===== config.mk =====
export PLATFORM = sky130hd
export DESIGN_NAME = multicycle_ctrl
export DESIGN_NICKNAME = d
export VERILOG_FILES = /design/src/rtl/multicycle_ctrl_pkg.sv /design/src/rtl/multicycle_ctrl_alu_decoder.sv /design/src/rtl/multicycle_ctrl.sv
export SDC_FILE = /design/constraint.sdc
export NUM_CORES = 1
export LEC_CHECK = 0
export CAP_MARGIN = 20
export CORE_AREA = 2 2 43 53
export CTS_BUF_LIST = sky130_fd_sc_hd__clkbuf_4 sky130_fd_sc_hd__clkbuf_8
export CTS_CLUSTER_SIZE = 40
export DETAILED_ROUTE_END_ITERATION = 10
export DIE_AREA = 0 0 45 55
export PLACE_DENSITY = 0.89
export SLEW_MARGIN = 40
export SYNTH_ARGS = -nofsm -noshare
export SYNTH_HDL_FRONTEND = slang
export SYNTH_SLANG_ARGS = --single-unit

===== constraint.sdc =====
create_clock -name clk -period 2.7 [get_ports clk]
set_input_delay 0.675 -clock clk [delete_from_list [all_inputs] [get_ports clk]]
set_output_delay 0.675 -clock clk [all_outputs]
set_load 0.005 [all_outputs]

===== src/rtl/multicycle_ctrl_pkg.sv =====
// Shared encodings for the multicycle RV32I controller: FSM states, opcodes and datapath select codes.
// The TRAP state exists only when CTRL_ILLEGAL_TRAP_EN is defined.
package ctrl_pkg;

    localparam int STATE_W      = 5;
    localparam int ALU_CTRL_W   = 4;
    localparam int IMM_SRC_W    = 3;
    localparam int RESULT_SRC_W = 2;
    localparam int ALU_SRC_W    = 2;

    typedef enum logic [STATE_W-1:0] {
        S_FETCH,
        S_FETCH_LATCH,
        S_DECODE,
        S_MEMADR,
        S_MEMREAD,
        S_MEMWB,
        S_MEMWRITE,
        S_EXECUTER,
        S_EXECUTEI,
        S_ALUWB,
        S_BRANCH,
        S_JAL,
        S_JALR,
        S_JALR_JUMP,
        S_LUI,
        S_AUIPC
`ifdef CTRL_ILLEGAL_TRAP_EN
        , S_TRAP
`endif
    } state_t;

    // Selects which rule the ALU decoder applies to funct3/funct7.
    typedef enum logic [1:0] {
        ALUOP_ADD,
        ALUOP_BRANCH,
        ALUOP_FUNC
    } alu_op_t;

    localparam logic [6:0] OP_LOAD   = 7'b0000011;
    localparam logic [6:0] OP_STORE  = 7'b0100011;
    localparam logic [6:0] OP_RTYPE  = 7'b0110011;
    localparam logic [6:0] OP_ITYPE  = 7'b0010011;
    localparam logic [6:0] OP_BRANCH = 7'b1100011;
    localparam logic [6:0] OP_JAL    = 7'b1101111;
    localparam logic [6:0] OP_JALR   = 7'b1100111;
    localparam logic [6:0] OP_LUI    = 7'b0110111;
    localparam logic [6:0] OP_AUIPC  = 7'b0010111;
    localparam logic [6:0] OP_FENCE  = 7'b0001111;

    localparam logic [ALU_CTRL_W-1:0] ALU_ADD  = 4'b0000;
    localparam logic [ALU_CTRL_W-1:0] ALU_SUB  = 4'b0001;
    localparam logic [ALU_CTRL_W-1:0] ALU_AND  = 4'b0010;
    localparam logic [ALU_CTRL_W-1:0] ALU_OR   = 4'b0011;
    localparam logic [ALU_CTRL_W-1:0] ALU_XOR  = 4'b0100;
    localparam logic [ALU_CTRL_W-1:0] ALU_SLT  = 4'b0101;
    localparam logic [ALU_CTRL_W-1:0] ALU_SLTU = 4'b0110;
    localparam logic [ALU_CTRL_W-1:0] ALU_SLL  = 4'b0111;
    localparam logic [ALU_CTRL_W-1:0] ALU_SRL  = 4'b1000;
    localparam logic [ALU_CTRL_W-1:0] ALU_SRA  = 4'b1001;

    localparam logic [IMM_SRC_W-1:0] IMM_I = 3'b000;
    localparam logic [IMM_SRC_W-1:0] IMM_S = 3'b001;
    localparam logic [IMM_SRC_W-1:0] IMM_B = 3'b010;
    localparam logic [IMM_SRC_W-1:0] IMM_J = 3'b011;
    localparam logic [IMM_SRC_W-1:0] IMM_U = 3'b100;

    localparam logic [RESULT_SRC_W-1:0] RES_ALUOUT  = 2'b00;
    localparam logic [RESULT_SRC_W-1:0] RES_MEMDATA = 2'b01;
    localparam logic [RESULT_SRC_W-1:0] RES_ALURES  = 2'b10;

    localparam logic [ALU_SRC_W-1:0] SRCA_PC    = 2'b00;
    localparam logic [ALU_SRC_W-1:0] SRCA_OLDPC = 2'b01;
    localparam logic [ALU_SRC_W-1:0] SRCA_RS1   = 2'b10;
    localparam logic [ALU_SRC_W-1:0] SRCA_ZERO  = 2'b11;

    localparam logic [ALU_SRC_W-1:0] SRCB_RS2  = 2'b00;
    localparam logic [ALU_SRC_W-1:0] SRCB_IMM  = 2'b01;
    localparam logic [ALU_SRC_W-1:0] SRCB_FOUR = 2'b10;

    // Branch outcome from the ALU Zero flag: SUB compares equality, SLT/SLTU give 1 (non-zero) when less.
    function automatic logic branch_taken(input logic [2:0] f3, input logic zero);
        logic taken;
        case (f3)
            3'b000:  taken = zero;
            3'b001:  taken = !zero;
            3'b100:  taken = !zero;
            3'b101:  taken = zero;
            3'b110:  taken = !zero;
            3'b111:  taken = zero;
            default: taken = 1'b0;
        endcase
        return taken;
    endfunction

endpackage


===== src/rtl/multicycle_ctrl_alu_decoder.sv =====
// Combinational ALU operation decoder: maps the FSM's ALU op class plus funct3/funct7[5] to alu_control.
// I-type instructions only honour funct7[5] for shifts, so ADDI never becomes SUB.
module alu_decoder
    import ctrl_pkg::*;
(
    input  alu_op_t                 alu_op,
    input  logic [2:0]              funct3,
    input  logic                    funct7_5,
    input  logic                    is_rtype,
    output logic [ALU_CTRL_W-1:0]   alu_control
);

    always_comb begin
        alu_control = ALU_ADD;
        case (alu_op)
            ALUOP_ADD: alu_control = ALU_ADD;
            ALUOP_BRANCH: begin
                case (funct3)
                    3'b100, 3'b101: alu_control = ALU_SLT;
                    3'b110, 3'b111: alu_control = ALU_SLTU;
                    default:        alu_control = ALU_SUB;
                endcase
            end
            ALUOP_FUNC: begin
                case (funct3)
                    3'b000:  alu_control = (is_rtype && funct7_5) ? ALU_SUB : ALU_ADD;
                    3'b001:  alu_control = ALU_SLL;
                    3'b010:  alu_control = ALU_SLT;
                    3'b011:  alu_control = ALU_SLTU;
                    3'b100:  alu_control = ALU_XOR;
                    3'b101:  alu_control = funct7_5 ? ALU_SRA : ALU_SRL;
                    3'b110:  alu_control = ALU_OR;
                    default: alu_control = ALU_AND;
                endcase
            end
            default: alu_control = ALU_ADD;
        endcase
    end

endmodule


===== src/rtl/multicycle_ctrl.sv =====
// Moore FSM that sequences the multicycle RV32I datapath; outputs decode from the current state.
// Build option CTRL_ILLEGAL_TRAP_EN: unknown opcodes park in TRAP with illegal=1 until reset.
module multicycle_ctrl
    import ctrl_pkg::*;
(
    input  logic                    clk,
    input  logic                    reset,
    input  logic [6:0]              op_code,
    input  logic [2:0]              funct3,
    input  logic [6:0]              funct7,
    input  logic                    Zero,
    output logic                    adr_src,
    output logic                    mem_write,
    output logic                    IR_write,
    output logic                    reg_write,
    output logic                    PC_write,
    output logic [RESULT_SRC_W-1:0] result_src,
    output logic [ALU_SRC_W-1:0]    alu_src_a,
    output logic [ALU_SRC_W-1:0]    alu_src_b,
    output logic [IMM_SRC_W-1:0]    imm_src,
    output logic [ALU_CTRL_W-1:0]   alu_control,
    output logic                    illegal
);

    state_t  state_reg;
    alu_op_t alu_op;
    logic    is_rtype;
    logic    adr_src_raw;
    logic    mem_write_raw;
    logic    ir_write_raw;
    logic    reg_write_raw;
    logic    pc_write_raw;
    logic    unused_funct7;

    assign unused_funct7 = ^{funct7[6], funct7[4:0]};

    always_ff @(posedge clk) begin
        if (reset) begin
            state_reg <= S_FETCH;
        end else begin
            case (state_reg)
                S_FETCH:       state_reg <= S_FETCH_LATCH;
                S_FETCH_LATCH: state_reg <= S_DECODE;
                S_DECODE: begin
                    case (op_code)
                        OP_LOAD, OP_STORE: state_reg <= S_MEMADR;
                        OP_RTYPE:          state_reg <= S_EXECUTER;
                        OP_ITYPE:          state_reg <= S_EXECUTEI;
                        OP_BRANCH:         state_reg <= S_BRANCH;
                        OP_JAL:            state_reg <= S_JAL;
                        OP_JALR:           state_reg <= S_JALR;
                        OP_LUI:            state_reg <= S_LUI;
                        OP_AUIPC:          state_reg <= S_AUIPC;
                        OP_FENCE:          state_reg <= S_FETCH;
`ifdef CTRL_ILLEGAL_TRAP_EN
                        default:           state_reg <= S_TRAP;
`else
                        default:           state_reg <= S_FETCH;
`endif
                    endcase
                end
                S_MEMADR:    state_reg <= (op_code == OP_STORE) ? S_MEMWRITE : S_MEMREAD;
                S_MEMREAD:   state_reg <= S_MEMWB;
                S_MEMWB:     state_reg <= S_FETCH;
                S_MEMWRITE:  state_reg <= S_FETCH;
                S_EXECUTER:  state_reg <= S_ALUWB;
                S_EXECUTEI:  state_reg <= S_ALUWB;
                S_ALUWB:     state_reg <= S_FETCH;
                S_BRANCH:    state_reg <= S_FETCH;
                S_JAL:       state_reg <= S_ALUWB;
                S_JALR:      state_reg <= S_JALR_JUMP;
                S_JALR_JUMP: state_reg <= S_ALUWB;
                S_LUI:       state_reg <= S_ALUWB;
                S_AUIPC:     state_reg <= S_ALUWB;
`ifdef CTRL_ILLEGAL_TRAP_EN
                S_TRAP:      state_reg <= S_TRAP;
`endif
                default:     state_reg <= S_FETCH;
            endcase
        end
    end

    always_comb begin
        adr_src_raw   = 1'b0;
        mem_write_raw = 1'b0;
        ir_write_raw  = 1'b0;
        reg_write_raw = 1'b0;
        pc_write_raw  = 1'b0;
        result_src    = RES_ALUOUT;
        alu_src_a     = SRCA_PC;
        alu_src_b     = SRCB_RS2;
        imm_src       = IMM_I;
        alu_op        = ALUOP_ADD;
        is_rtype      = 1'b0;
        case (state_reg)
            S_FETCH: adr_src_raw = 1'b0;
            S_FETCH_LATCH: begin
                ir_write_raw = 1'b1;
                pc_write_raw = 1'b1;
                alu_src_b    = SRCB_FOUR;
                result_src   = RES_ALURES;
            end
            // Speculative branch/jump target into ALUOut while the opcode is decoded.
            S_DECODE: begin
                alu_src_a = SRCA_OLDPC;
                alu_src_b = SRCB_IMM;
                imm_src   = (op_code == OP_JAL) ? IMM_J : IMM_B;
            end
            S_MEMADR: begin
                alu_src_a = SRCA_RS1;
                alu_src_b = SRCB_IMM;
                imm_src   = (op_code == OP_STORE) ? IMM_S : IMM_I;
            end
            S_MEMREAD: adr_src_raw = 1'b1;
            S_MEMWB: begin
                adr_src_raw   = 1'b1;
                result_src    = RES_MEMDATA;
                reg_write_raw = 1'b1;
            end
            S_MEMWRITE: begin
                adr_src_raw   = 1'b1;
                mem_write_raw = 1'b1;
            end
            S_EXECUTER: begin
                alu_src_a = SRCA_RS1;
                alu_src_b = SRCB_RS2;
                alu_op    = ALUOP_FUNC;
                is_rtype  = 1'b1;
            end
            S_EXECUTEI: begin
                alu_src_a = SRCA_RS1;
                alu_src_b = SRCB_IMM;
                alu_op    = ALUOP_FUNC;
            end
            S_ALUWB: reg_write_raw = 1'b1;
            S_BRANCH: begin
                alu_src_a    = SRCA_RS1;
                alu_src_b    = SRCB_RS2;
                alu_op       = ALUOP_BRANCH;
                pc_write_raw = branch_taken(funct3, Zero);
            end
            // PC takes the target already in ALUOut; ALUOut becomes the link value oldPC+4.
            S_JAL, S_JALR_JUMP: begin
                alu_src_a    = SRCA_OLDPC;
                alu_src_b    = SRCB_FOUR;
                pc_write_raw = 1'b1;
            end
            S_JALR: begin
                alu_src_a = SRCA_RS1;
                alu_src_b = SRCB_IMM;
            end
            S_LUI: begin
                alu_src_a = SRCA_ZERO;
                alu_src_b = SRCB_IMM;
                imm_src   = IMM_U;
            end
            S_AUIPC: begin
                alu_src_a = SRCA_OLDPC;
                alu_src_b = SRCB_IMM;
                imm_src   = IMM_U;
            end
            default: adr_src_raw = 1'b0;
        endcase
    end

    alu_decoder u_alu_decoder (
        .alu_op      (alu_op),
        .funct3      (funct3),
        .funct7_5    (funct7[5]),
        .is_rtype    (is_rtype),
        .alu_control (alu_control)
    );

    // Reset masks every enable immediately so an aborted instruction cannot write anything.
    assign adr_src   = adr_src_raw   & ~reset;
    assign mem_write = mem_write_raw & ~reset;
    assign IR_write  = ir_write_raw  & ~reset;
    assign reg_write = reg_write_raw & ~reset;
    assign PC_write  = pc_write_raw  & ~reset;

`ifdef CTRL_ILLEGAL_TRAP_EN
    assign illegal = (state_reg == S_TRAP) & ~reset;
`else
    assign illegal = 1'b0;
`endif

endmodule

==> Word level (Yosys, flattened, before mapping) <==
Index checks and enable logic that the tools add are counted.
{ "totals": {"in_bits": 20, "rom_bits": 0, "latchBits": 0, "word_cells": 80, "register_bits": 5, "ramBits": 0, "memories": 0, "output_inout_bits": 19} }
{ "classes": {"muxes": 22, "addsub": 0, "multipliers": 0, "n_eq_ne": 33, "n_div": 0, "shifts": 0, "bitwise_logic": 6, "reduce_logical": 18, "order_cmp": 0} }
{ "ops": {"columns": ["op", "count"], "rows": [
  ["$pmux 4 s7", 2],
  ["$eq 5x4->1 const B", 8],
  ["$pmux 4 s8", 1],
  ["$eq 7x6->1 const B", 3],
  ["$eq 7x7->1 const B", 3],
  ["$eq 5x3->1 const B", 4],
  ["$eq 7x5->1 const B", 2],
  ["$eq 3x3->1 const B", 4],
  ["$pmux 2 s2", 3],
  ["$reduce_or 2->1", 6],
  ["$reduce_or 3->1", 4],
  ["$reduce_or 6->1", 2],
  ["$eq 5x2->1 const B", 2],
  ["$mux 1", 9],
  ["$pmux 3 s3", 1],
  ["$pmux 4 s2", 1],
  ["$eq 7x2->1 const B", 1],
  ["$eq 3x2->1 const B", 2],
  ["$pmux 2 s3", 1],
  ["$pmux 3 s2", 1],
  ["$and 1x1->1", 5],
  ["$eq 5x1->1 const B", 1],
  ["$logic_not 5->1", 1],
  ["$reduce_or 5->1", 1],
  ["10 further kinds", 11]
]} }

==> Depth between registers and ports, before layout <==
{ "depth": {"depth_word": 6, "ltp_mapped": 8, "ltp_nobuf": 7} }

==> Hierarchy <==
Synthesis repeated with hierarchy kept, for this count alone.
{ "hier_totals": {"cells_unflattened": 121, "area_unflattened_um2": 793.3} }
{ "by_module_without_submodules": {"columns": ["mod", "area_each_um2", "seq_area_each_um2", "cells_per_inst", "n_inst"], "rows": [
  ["multicycle_ctrl", 653.1, 80.1, 99, 1],
  ["alu_decoder", 140.1, 0.0, 22, 1]
]} }

==> Worst setup path after synthesis <==
OpenSTA, ideal clock, no wires.
{ "synth_timing": {"path_type": "reg2out", "from": "register state_reg[0]", "to": "output port alu_control[2]", "required_ns": 2.025, "path_buffers": 1, "setup_slack_ns": 0.417, "stages_incl_launch_ff": 9, "arrival_time_ns": 1.608, "path_cell_list": "dfxtp_1 -> clkbuf_1 -> nor2_1 -> nand2_1 -> o21ai_0 -> ha_1 -> o21ai_0 -> or2_2 -> a21oi_1"} }
{ "synth_via": {"elab_chain_len": 5, "word_cells_on_any_way": 8, "cone_classes": "eq/ne: 5; mux: 2; reduce/logical: 1"} }
{ "synth_rtl": {"columns": ["element", "line_no", "text"], "rows": [
  ["start, declared", "multicycle_ctrl.sv:25", "state_t state_reg;"],
  ["start signal, assigned", "multicycle_ctrl.sv:62", "S_MEMADR: state_reg <= (op_code == OP_STORE) ? S_MEMWRITE : S_MEMREAD;"],
  ["$eq 5x3->1 / $eq 5x4->1 (equally long branches)", "multicycle_ctrl.sv:95", "case (state_reg)"],
  ["$reduce_or 2->1 (no source line)", null, null],
  ["$pmux 2 s2 *", "multicycle_ctrl.sv:95", null],
  ["$eq 2x2->1 / $eq 2x1->1 (equally long branches)", "multicycle_ctrl_alu_decoder.sv:15", "case (alu_op)"],
  ["$pmux 4 s2 *", "multicycle_ctrl_alu_decoder.sv:15", null],
  ["end, declared", "multicycle_ctrl.sv:21", "output logic [ALU_CTRL_W-1:0] alu_control,"]
]} }
Every way passes the cells marked *; elsewhere a longest branch is shown, timed or not.

==> Final worst setup path <==
{ "layout_timing": {"from": "register state_reg[2]", "to": "output port alu_control[3]"} }
Same word-level chain as after synthesis.

==> impl_metrics.sql <==
INSERT INTO impl_metrics (metric_group, metric, value, unit) VALUES
('global_routing', 'first_global_vias', '1081', ''),
('final_layout', 'nNetsFinal', '197', ''),
('timing', 'slew_violations', '0', ''),
('final_layout', 'filler_cell_count', '169', ''),
('yosys', 'synthAdderAreaFrac', '4.403', '%'),
('placed_design', 'routabilityCongestion', '0.8545', ''),
('yosys', 'synth_enable_flop_cells', '0', ''),
('detailed_routing', 'wire_per_inst', '13.73', 'um'),
('floorplan', 'ios', '39', ''),
('floorplan', 'die_footprint', '2475', 'um^2'),
('setup_path', 'crit_path_start_kind', 'flip-flop', ''),
('floorplan', 'core_area', '1982', 'um^2'),
('clocking', 'clk_root_buffer_cell', 'clkbuf_4', ''),
('yosys', 'post_synth_xor_area_fraction', '4.403', '%'),
('final_layout', 'seq_area', '85.08', 'um^2'),
('setup_path', 'worst_ep_arrival_time', '1.97', 'ns'),
('floorplan', 'floorplan.rows', '18', ''),
('yosys', 'synth_seq_cells', '4', ''),
('yosys', 'synth.mux.area_fraction', '1.258', '%'),
('pwr', 'worst_ir_drop_vdd', '0.0002034', 'V'),
('global_routing', 'grtUsageMet2', '46.67', '%'),
('global_routing', 'grt_util_all_layers', '22.27', '%'),
('final_layout', 'flip_flop_count_of_the_largest_register_after_layout', '4', ''),
('detailed_routing', 'wirelength', '2.650', 'mm'),
('clocking', 'cts_num_sinks', '4', ''),
('hold_path', 'min_delay_path_depth', '2', ''),
('global_routing', 'grt_first_pass_wirelength', '4.202', 'mm'),
('final_layout', 'multi_input_area', '676.9', 'um^2'),
('yosys', 'area_fraction_in_compound_gates_after_synthesis', '30.97', '%'),
('timing', 'worst_clock_skew', '0.001030', 'ns'),
('global_routing', 'grt.busiest_layer', 'met2', ''),
('pwr', 'cellLeakagePower', '0.6104', 'nW'),
('pwr', 'powerDensity', '219.0', 'nW/um^2'),
('final_layout', 'count_of_antenna_diodes_in_the_layout', '0', ''),
('detailed_routing', 'postRouteAntennaNets', '0', ''),
('setup_path', 'endpoint_kind', 'output pin', ''),
('setup_path', 'crit_type', 'flip-flop to output pin', ''),
('placed_design', 'preCtsSetupSlack', '-0.3078', 'ns'),
('yosys', 'post_synth_num_cell_types', '50', ''),
('setup_path', 'worst-path-max-fanout', '5', ''),
('detailed_routing', 'avgViaCountPerCell', '5.642', ''),
('yosys', 'dominantRegCellSynth', 'dfxtp_1', ''),
('detailed_routing', 'number_of_drc_violations_after_detailed_routing', '0', ''),
('final_layout', 'layout-area-overhead-vs-synth', '75.31', '%'),
('setup_path', 'cp_data_required_time', '2.03', 'ns'),
('timing', 'timing.final.setup_violations', '0', ''),
('detailed_routing', 'detailedRoute.firstPassIterationCount', '4', ''),
('job', 'timing.max_cap.violations', '0', ''),
('placed_design', 'detailedPlacementHpwl', '2.015', 'mm'),
('global_routing', 'groute.layer.met3.usage', '0.3247', '%'),
('final_layout', 'drive_gt1_share', '32.37', '%'),
('detailed_routing', 'drt-initial-drc-count', '21', ''),
('detailed_routing', 'vias', '1089', ''),
('final_layout', 'final_cells', '193', ''),
('floorplan', 'chipWidth', '45', 'um'),
('yosys', 'syn-instance-count', '112', ''),
('status', 'status', 'complete, no violations', ''),
('yosys', 'async_flop_share', '0', '%'),
('clocking', 'clock_insertion_delay_worst_skew', '0.23', 'ns'),
('global_routing', 'met1_usage', '21.98', '%'),
('clocking', 'cts_buffers', '3', ''),
('timing', 'final_critical_path_setup_slack', '0.05184', 'ns'),
('timing', 'final_critical_path_time_including_i_o_delays_and_setup', '2.648', 'ns'),
('floorplan', 'die_y', '55', 'um'),
('global_routing', 'largest_net_degree_at_the_start_of_global_routing', '11', ''),
('yosys', 'synth_top_family_by_area', 'simple AND/OR/NAND/NOR gates', ''),
('clocking', 'tritoncts_clock_tree', 'built', ''),
('timing', 'fin_hold_viols', '0', ''),
('placed_design', 'post-place-cells', '183', ''),
('global_routing', 'antenna_found_initial', '0', ''),
('yosys', 'post_synth.cell_area_avg', '7.105', 'um^2');
-- placed cells by master (no fill, tap or decap), types with 2 or more instances in the layout --
cell type | Yosys | final
a211o_1 | 2 | 2
nand2b_1 | 3 | 3
nor2b_1 | 4 | 3
xor2_1 | 2 | 2
nand2_1 | 8 | 8
buf_6 | 1 | 3
o21ai_0 | 11 | 10
dlymetal6s2s_1 | 0 | 3
inv_1 | 5 | 5
nor3_1 | 2 | 2
a21oi_1 | 8 | 8
nand3_1 | 3 | 3
nor2_1 | 10 | 10
clkbuf_4 | 0 | 3
dlygate4sd2_1 | 0 | 10
buf_4 | 2 | 31
a21o_1 | 2 | 2
clkdlybuf4s50_1 | 0 | 17
nor3b_1 | 4 | 4
a21boi_0 | 2 | 2
or3_1 | 2 | 2
dfxtp_2 | 0 | 4
-- metal layers --
layer / wire length, um / up-vias
met2: 1536 / 39
li1: - / 531
met3: 111 / 5
met5: 0 / -
met4: 48 / 0
met1: 954 / 514
-- power breakdown --
group	switching [mW]	internal, mW
registers	0.00538	0.0642
logic	0.0731	0.0901
clock network	0.0231	0.0496
total	0.102	0.204
-- final timing paths --
kind	start	end	slack, ns
worst max-delay path	state_reg[2]$_SDFF_PP0_	alu_control[3]	0.05
worst max register to register	state_reg[2]$_SDFF_PP0_	state_reg[3]$_SDFF_PP0_	1.10
worst min-delay path	state_reg[0]$_SDFF_PP0_	state_reg[0]$_SDFF_PP0_	0.67
worst min register to register	state_reg[0]$_SDFF_PP0_	state_reg[0]$_SDFF_PP0_	0.67
-- critical path: stages (launching register included) --
cell and delay [ns]:
dfxtp_2 0.36, and4bb_2 0.27, inv_1 0.11, ha_2 0.21, buf_4 0.13, and4b_1 0.18
clkdlybuf4s50_1 0.49
-- area by class of cell --
cell class / count / share of cell area (%)
well taps: 20 / 1.794
repair buffers: 65 / 40.63
clock buffers: 3 / 1.614
inverters: 5 / 1.345
multi-input cells: 96 / 48.52
flip-flops and latches: 4 / 6.099
-- through the flow --
step	area, um^2	utilization (%)	TNS (ns)	hold slack (ns)	total power [mW]
floorplan	795.8	-	0	0.6491	0.1372
global placement	1291	65.15	-1.018	0.6854	0.2215
detailed placement	1291	65.15	-1.250	0.6931	0.2256
CTS	1383	69.76	0	0.6450	0.3021
global route	1395	70.39	0	0.7069	0.3211
finish	1395	70.39	0	0.6701	0.3055
-- cell usage after synthesis (all sizes together) (3+ instances only) --
library cell,number,area (um^2)
nor2b,4,25.02
clkbuf,3,11.26
nand3,4,25.02
dfxtp,4,80.08
inv,5,18.77
a21oi,9,48.80
buf,4,31.27
nor4,3,33.78
nor3b,4,30.03
nand2,8,30.03
nand2b,3,18.77
nor2,10,37.54
o21ai,11,55.05
-- cells by family after synthesis --
logic type | after synthesis
AO/OA/AOI/OAI | 37
other | 1
multiplexers | 1
adder cells (fa/ha/maj) | 3
buffers and inverters | 12
AND/OR/NAND/NOR | 50
XOR/XNOR | 4
flip-flops | 4
-- what timing repair did --
item | CTS | global route
hold buffers | 0 | 0
setup endpoints to repair | 6 | 5
hold endpoints to repair | 0 | 0
gates resized for setup | 23 | 7
buffers inserted | 8 | 0
pin swaps | 5 | 4
(Power assumes the default switching activity.)
